## src/rtl/cheri_err_pkg.sv

```systemverilog
// Shared types for the CHERI error monitor: channel enumeration, report FSM state, helpers.
// Latency: none (package only).
// Backpressure: not applicable.
package cheri_err_pkg;

  localparam int CheriErrWidth = 9;

  typedef enum logic [3:0] {
    Bounds              = 4'd0,
    Tag                 = 4'd1,
    Seal                = 4'd2,
    PermitExecute       = 4'd3,
    PermitLoad          = 4'd4,
    PermitStore         = 4'd5,
    PermitStoreCap      = 4'd6,
    PermitStoreLocalCap = 4'd7,
    PermitAccSysRegs    = 4'd8
  } cheri_err_e;

  typedef enum logic {
    IDLE   = 1'b0,
    REPORT = 1'b1
  } rpt_state_e;

  // Index of the lowest set bit (0 when nothing is set; callers gate on |v).
  function automatic logic [4:0] lowest_set(input logic [31:0] v);
    lowest_set = '0;
    for (int i = 31; i >= 0; i--) begin
      if (v[i]) lowest_set = 5'(i);
    end
  endfunction

endpackage

```

## src/rtl/cheri_err_stretch.sv

```systemverilog
// Per-channel LED stretcher: holds o_led high for StretchCycles clocks after each event.
// Latency: o_led rises the clock after i_evt; a new event reloads the full on-time.
// Backpressure: none; i_clear zeroes the stretch immediately.
module cheri_err_stretch import cheri_err_pkg::*; #(
  parameter int StretchCycles = 3_000_000,
  localparam int CW = $clog2(StretchCycles + 1)
) (
  input  logic i_clk,
  input  logic i_rst,
  input  logic i_clear,
  input  logic i_evt,
  output logic o_led
);

  logic [CW-1:0] r_cnt;

  // Reload on event, otherwise count down to zero.
  always_ff @(posedge i_clk or posedge i_rst) begin
    if (i_rst) begin
      r_cnt <= '0;
    end else if (i_clear) begin
      r_cnt <= '0;
    end else if (i_evt) begin
      r_cnt <= CW'(StretchCycles);
    end else if (r_cnt != '0) begin
      r_cnt <= r_cnt - CW'(1);
    end
  end

  assign o_led = (r_cnt != '0);

endmodule

```

## src/rtl/cheri_err_monitor.sv

```systemverilog
// CHERI error monitor: edge-detects error lines, keeps sticky/counters, reports first occurrences.
// Latency: rise sampled at edge N -> sticky after N, report_valid_o after N+1; rd_cnt_o 1 cycle.
// Backpressure: report held stable while report_ready_i=0; events keep accruing as pending bits.
// Build option: define CHERI_ERR_STRETCH_EN to drive led_o from per-channel stretchers
// instead of sticky_o.
module cheri_err_monitor import cheri_err_pkg::*; #(
  parameter int ErrWidth      = CheriErrWidth,
  parameter int CntWidth      = 16,
  parameter int StretchCycles = 3_000_000,
  localparam int IdxW = (ErrWidth > 1) ? $clog2(ErrWidth) : 1
) (
  input  logic                clk_i,
  input  logic                rst_i,
  input  logic [ErrWidth-1:0] err_i,
  input  logic                clear_i,
  output logic                report_valid_o,
  input  logic                report_ready_i,
  output logic [IdxW-1:0]     report_idx_o,
  output logic [ErrWidth-1:0] sticky_o,
  input  logic [IdxW-1:0]     rd_idx_i,
  output logic [CntWidth-1:0] rd_cnt_o,
  output logic [ErrWidth-1:0] led_o
);

  logic [ErrWidth-1:0] r_err_q;
  logic [ErrWidth-1:0] r_sticky;
  logic [ErrWidth-1:0] r_pending;
  logic [CntWidth-1:0] r_cnt [ErrWidth];
  logic [CntWidth-1:0] r_rd_cnt;
  rpt_state_e          r_state;
  rpt_state_e          w_state_nxt;
  logic [IdxW-1:0]     r_idx;
  logic [IdxW-1:0]     w_idx_nxt;

  logic [ErrWidth-1:0] w_evt;
  logic                w_xfer;
  logic [ErrWidth-1:0] w_xfer_mask;
  logic [ErrWidth-1:0] w_pending_left;

  assign w_evt          = err_i & ~r_err_q;
  assign report_valid_o = (r_state == REPORT);
  assign w_xfer         = report_valid_o & report_ready_i;
  assign w_xfer_mask    = w_xfer ? (ErrWidth'(1) << r_idx) : '0;
  assign w_pending_left = r_pending & ~w_xfer_mask;

  assign report_idx_o = r_idx;
  assign sticky_o     = r_sticky;
  assign rd_cnt_o     = r_rd_cnt;

  // Registered copy of the raw lines; keeps tracking through clear so no false rise follows.
  always_ff @(posedge clk_i or posedge rst_i) begin
    if (rst_i) r_err_q <= '0;
    else       r_err_q <= err_i;
  end

  // Sticky and pending bits; only the first event since clear makes a channel pending.
  always_ff @(posedge clk_i or posedge rst_i) begin
    if (rst_i) begin
      r_sticky  <= '0;
      r_pending <= '0;
    end else if (clear_i) begin
      r_sticky  <= '0;
      r_pending <= '0;
    end else begin
      r_sticky  <= r_sticky | w_evt;
      r_pending <= w_pending_left | (w_evt & ~r_sticky);
    end
  end

  // Per-channel saturating event counters.
  always_ff @(posedge clk_i or posedge rst_i) begin
    if (rst_i) begin
      for (int e = 0; e < ErrWidth; e++) r_cnt[e] <= '0;
    end else begin
      for (int e = 0; e < ErrWidth; e++) begin
        if (clear_i) begin
          r_cnt[e] <= '0;
        end else if (w_evt[e] && (r_cnt[e] != '1)) begin
          r_cnt[e] <= r_cnt[e] + CntWidth'(1);
        end
      end
    end
  end

  // Counter read port; out-of-range selects read as zero.
  always_ff @(posedge clk_i or posedge rst_i) begin
    if (rst_i) begin
      r_rd_cnt <= '0;
    end else if (int'(rd_idx_i) < ErrWidth) begin
      r_rd_cnt <= r_cnt[rd_idx_i];
    end else begin
      r_rd_cnt <= '0;
    end
  end

  // Report FSM state and latched report index.
  always_ff @(posedge clk_i or posedge rst_i) begin
    if (rst_i) begin
      r_state <= IDLE;
      r_idx   <= '0;
    end else begin
      r_state <= w_state_nxt;
      r_idx   <= w_idx_nxt;
    end
  end

  // Next-state: enter REPORT on any pending bit, step to the next lowest pending on transfer.
  always_comb begin
    w_state_nxt = r_state;
    w_idx_nxt   = r_idx;
    if (clear_i) begin
      w_state_nxt = IDLE;
      w_idx_nxt   = '0;
    end else begin
      case (r_state)
        IDLE: begin
          if (|r_pending) begin
            w_state_nxt = REPORT;
            w_idx_nxt   = IdxW'(lowest_set(32'(r_pending)));
          end
        end
        REPORT: begin
          if (w_xfer) begin
            if (|w_pending_left) begin
              w_idx_nxt = IdxW'(lowest_set(32'(w_pending_left)));
            end else begin
              w_state_nxt = IDLE;
            end
          end
        end
        default: w_state_nxt = IDLE;
      endcase
    end
  end

`ifdef CHERI_ERR_STRETCH_EN
  for (genvar e = 0; e < ErrWidth; e++) begin : g_stretch
    cheri_err_stretch #(
      .StretchCycles(StretchCycles)
    ) u_stretch (
      .i_clk  (clk_i),
      .i_rst  (rst_i),
      .i_clear(clear_i),
      .i_evt  (w_evt[e]),
      .o_led  (led_o[e])
    );
  end
`else
  assign led_o = r_sticky;
  logic w_unused_stretch;
  assign w_unused_stretch = (StretchCycles == 0);
`endif

endmodule
```

## config.mk

```make
export PLATFORM = sky130hd
export DESIGN_NAME = cheri_err_monitor
export DESIGN_NICKNAME = d
export VERILOG_FILES = /design/src/rtl/cheri_err_pkg.sv /design/src/rtl/cheri_err_stretch.sv /design/src/rtl/cheri_err_monitor.sv
export SDC_FILE = /design/constraint.sdc
export NUM_CORES = 1
export LEC_CHECK = 0
export BUFFER_PORTS_ARGS = -buffer_cell sky130_fd_sc_hd__clkbuf_2
export CORE_MARGIN = 10
export CORE_UTILIZATION = 45
export DETAILED_ROUTE_END_ITERATION = 7
export GPL_TIMING_DRIVEN = 0
export PLACE_DENSITY = 0.61
export SYNTH_ARGS = -nofsm -noshare
export SYNTH_HDL_FRONTEND = slang
export SYNTH_SLANG_ARGS = --single-unit
```

## constraint.sdc

```tcl
create_clock -name clk_i -period 5.6 [get_ports clk_i]
set_input_delay 0.56 -clock clk_i [delete_from_list [all_inputs] [get_ports clk_i]]
set_output_delay 0.56 -clock clk_i [all_outputs]
set_load 0.02 [all_outputs]
```

==> results.toml <==
[yosys]
synthFlopType = "dfrtp_1"
synth_area_leaders = "dfrtp_1, xnor2_1, mux4_2, nor2_1, nand2_1"
synth_top_area_share_pct = 44.4
yosys-top-cells-count = "dfrtp_1, nor2_1, xnor2_1"
yosys_register_bits = 192
syn_nets = 1121
async_reset_ff_share_pct = 100
synth.most_common_cell = "dfrtp_1"
synth_seq_area_share_pct = 44.4
yosysTopAreaCell = "dfrtp_1"
syn-instance-count = 1095
synth_area_per_cell_um2 = 9.89
synth_warnings = 0
netlist_area_um2 = 10800
ys_types = 68
synth_edf_count = 0

[sta]
clock_skew_ns = 0.0148
slew_viol_final = 0
fin_crit_sh_pct = 41.6
finalSetupViolations = 0
rsz0062_at_grt = "false"
fin_crit_ns = 2.33
slew_headroom_pct = 12.5
fin_tns_setup_ns = 0
setup_slack_ns = 3.27
clock.fmax_mhz = 430
hold_viol_final = 0
worst_slew_pin_slew_ns = 1.29

[detailed_routing]
drtAntennaViolNets = 0
wl_met1_um = 13800
met2_length_um = 13700
dr.max_layer_used = "met4"
via_per_inst = 5.90
first_iter_violations = 944
drt-pass1-iter-count = 5
routed_wl_um = 30100
drc = 0
wire_per_inst_um = 20.0
vias = 8858
route.met3.wl_um = 1790

[clock_tree]
cts_tree = "yes"
ctsResizeCount = 0
cts_root_buf = "clkbuf_16"
post_cts_buffers = 0
ctsHoldBuffers = 0
clock_latency_ns = 0.45
path_clk_slew_ns = 0.08
clockBufferDepth = 2
cts_max_level = 4
cts_buffers = 17
cts_sinks = 192

[final_layout]
drive_gt1_share_pct = 14.2
multi_input_area_um2 = 5650
nets = 1196
antennaDiodeCount = 0
stdcell_area_um2 = 12200
area.growth.synth_to_final_pct = 12.3
fin_util_pct = 51.7
regArea_um2 = 4800
n_fill_cell = 2162

[hold_path]
hp-class = "input port to async pin"

[placement]
dp_slack_ns = 2.86
globalplace.congestion = 0.922
postPlaceCellArea_um2 = 11600
port-buffer-count = 51
hpwl_um = 22600

[power_and_ir_drop]
share_clk_of_total_power_pct = 41.0
powerDensity_nw_per_um2 = 243
leakage_nw = 4.77
p_seq_share_pct = 49.0
p_int_mw = 2.15
switching_share_pct = 27.3
peakVddDrop_uv = 144
netSwitchingPower_mw = 0.805
combPwrFrac_pct = 10.0

[global_routing]
track_usage_pct = 19.7
grt_pass1_vias = 8351
grt_max_degree = 42
grt-ovfl-total = 0
antenna_found_initial = 0
grt_pass1_wl_um = 47800

[floorplan]
core_um2 = 23500
ios = 56
std_cell_rows = 56
initial_core_util_pct = 46.0
die_area_um2 = 30700
die_x_um = 175
die_h_um = 175

[setup_path]
path_class = "flip-flop to flip-flop"
end_kind = "flip-flop"
start_kind = "flip-flop"
worstPathRequired_ns = 5.94
worstPathArrival_ns = 2.66
worstPathMaxFanout = 6

[status]
status = "complete, no violations"

[flow_run]
maxCapViolations = 0
==> metal layers <==
layer / vias to the layer above / track usage (%)
li1: 4159 / -
met1: 4383 / 27.1
met2: 275 / 30.4
met3: 41 / 3.32
met4: 0 / 7.63
met5: - / 0
==> through the flow <==
stage	power [mW]	hold slack, ns	instances
after floorplan	1.67	0.452	1095
after global placement	1.76	0.487	1465
after detailed placement	1.77	0.494	1470
after CTS	2.98	0.117	1502
after global routing	3.07	0.136	1502
final	2.95	0.114	1502
==> power groups by stage <==
stage	combinational (mW)	clock (mW)	sequential (mW)
after CTS	0.297	1.24	1.44
after global routing	0.324	1.30	1.45
after detailed placement	0.296	0	1.47
after global placement	0.285	0	1.47
final	0.294	1.21	1.45
after floorplan	0.191	0	1.47
==> worst paths after layout <==
path | start | endpoint | slack (ns) | depth (start not counted)
min in group clk_i | err_i[1] | r_err_q[1]$_DFF_PP0_ | 0.23 | 1
min reg2reg | r_cnt[117]$_DFFE_PP0P_ | r_cnt[117]$_DFFE_PP0P_ | 0.51 | 1
max in group asynchronous | rst_i | r_cnt[81]$_DFFE_PP0P_ | 4.70 | 4
min | rst_i | r_cnt[138]$_DFFE_PP0P_ | 0.11 | 2
max reg2reg | r_err_q[6]$_DFF_PP0_ | r_cnt[45]$_DFFE_PP0P_ | 3.27 | 5
max | r_err_q[6]$_DFF_PP0_ | r_cnt[45]$_DFFE_PP0P_ | 3.27 | 5
==> cell families after synthesis <==
kind of cell | share of synthesized area, %
simple gates | 22.7
flops | 44.4
compound gates | 11.0
xor+xnor | 7.68
buf+inv | 3.45
mux | 9.74
fa+ha+maj | 1.04
==> sequential cells by signal (all words and copies together), names as in the netlist <==
signal          flops
r_cnt             144
rd_cnt_o           16
led_o               9
r_err_q             9
r_pending           9
report_idx_o        4
report_valid_o      1
==> placed cells by master (no fill, tap or decap), drive strengths merged, types with 8 or more instances in the layout <==
master / instances
o31ai: 10
a21oi: 43
nand2b: 17
a211oi: 20
or3: 11
nor2: 145
dfrtp: 192
nand3: 41
mux4: 32
buf: 30
nor2b: 12
nand4: 36
nor3b: 8
inv: 26
ha: 9
mux2i: 27
xnor2: 88
and3: 12
nor3: 42
nand2: 77
o21ai: 42
nor4: 28
and4: 18
a2111oi: 8
clkbuf: 107
==> area by class of cell <==
cell class | instances | share of cell area [%]
inverter | 22 | 0.710
multi-input combinational | 818 | 46.4
timing repair buffer | 56 | 2.92
clock inverter | 14 | 1.22
clock buffer | 18 | 3.53
tap | 319 | 3.28
buffer | 63 | 2.40
sequential | 192 | 39.5
==> critical path, cell delays in order (launching register included) <==
cell and delay (ns):
dfrtp_1 0.37, nor2b_1 0.52, nand4_1 0.44, a211oi_1 0.54, a21oi_1 0.13, a31o_2 0.22
No activity file was read; power rests on OpenSTA's default activity.
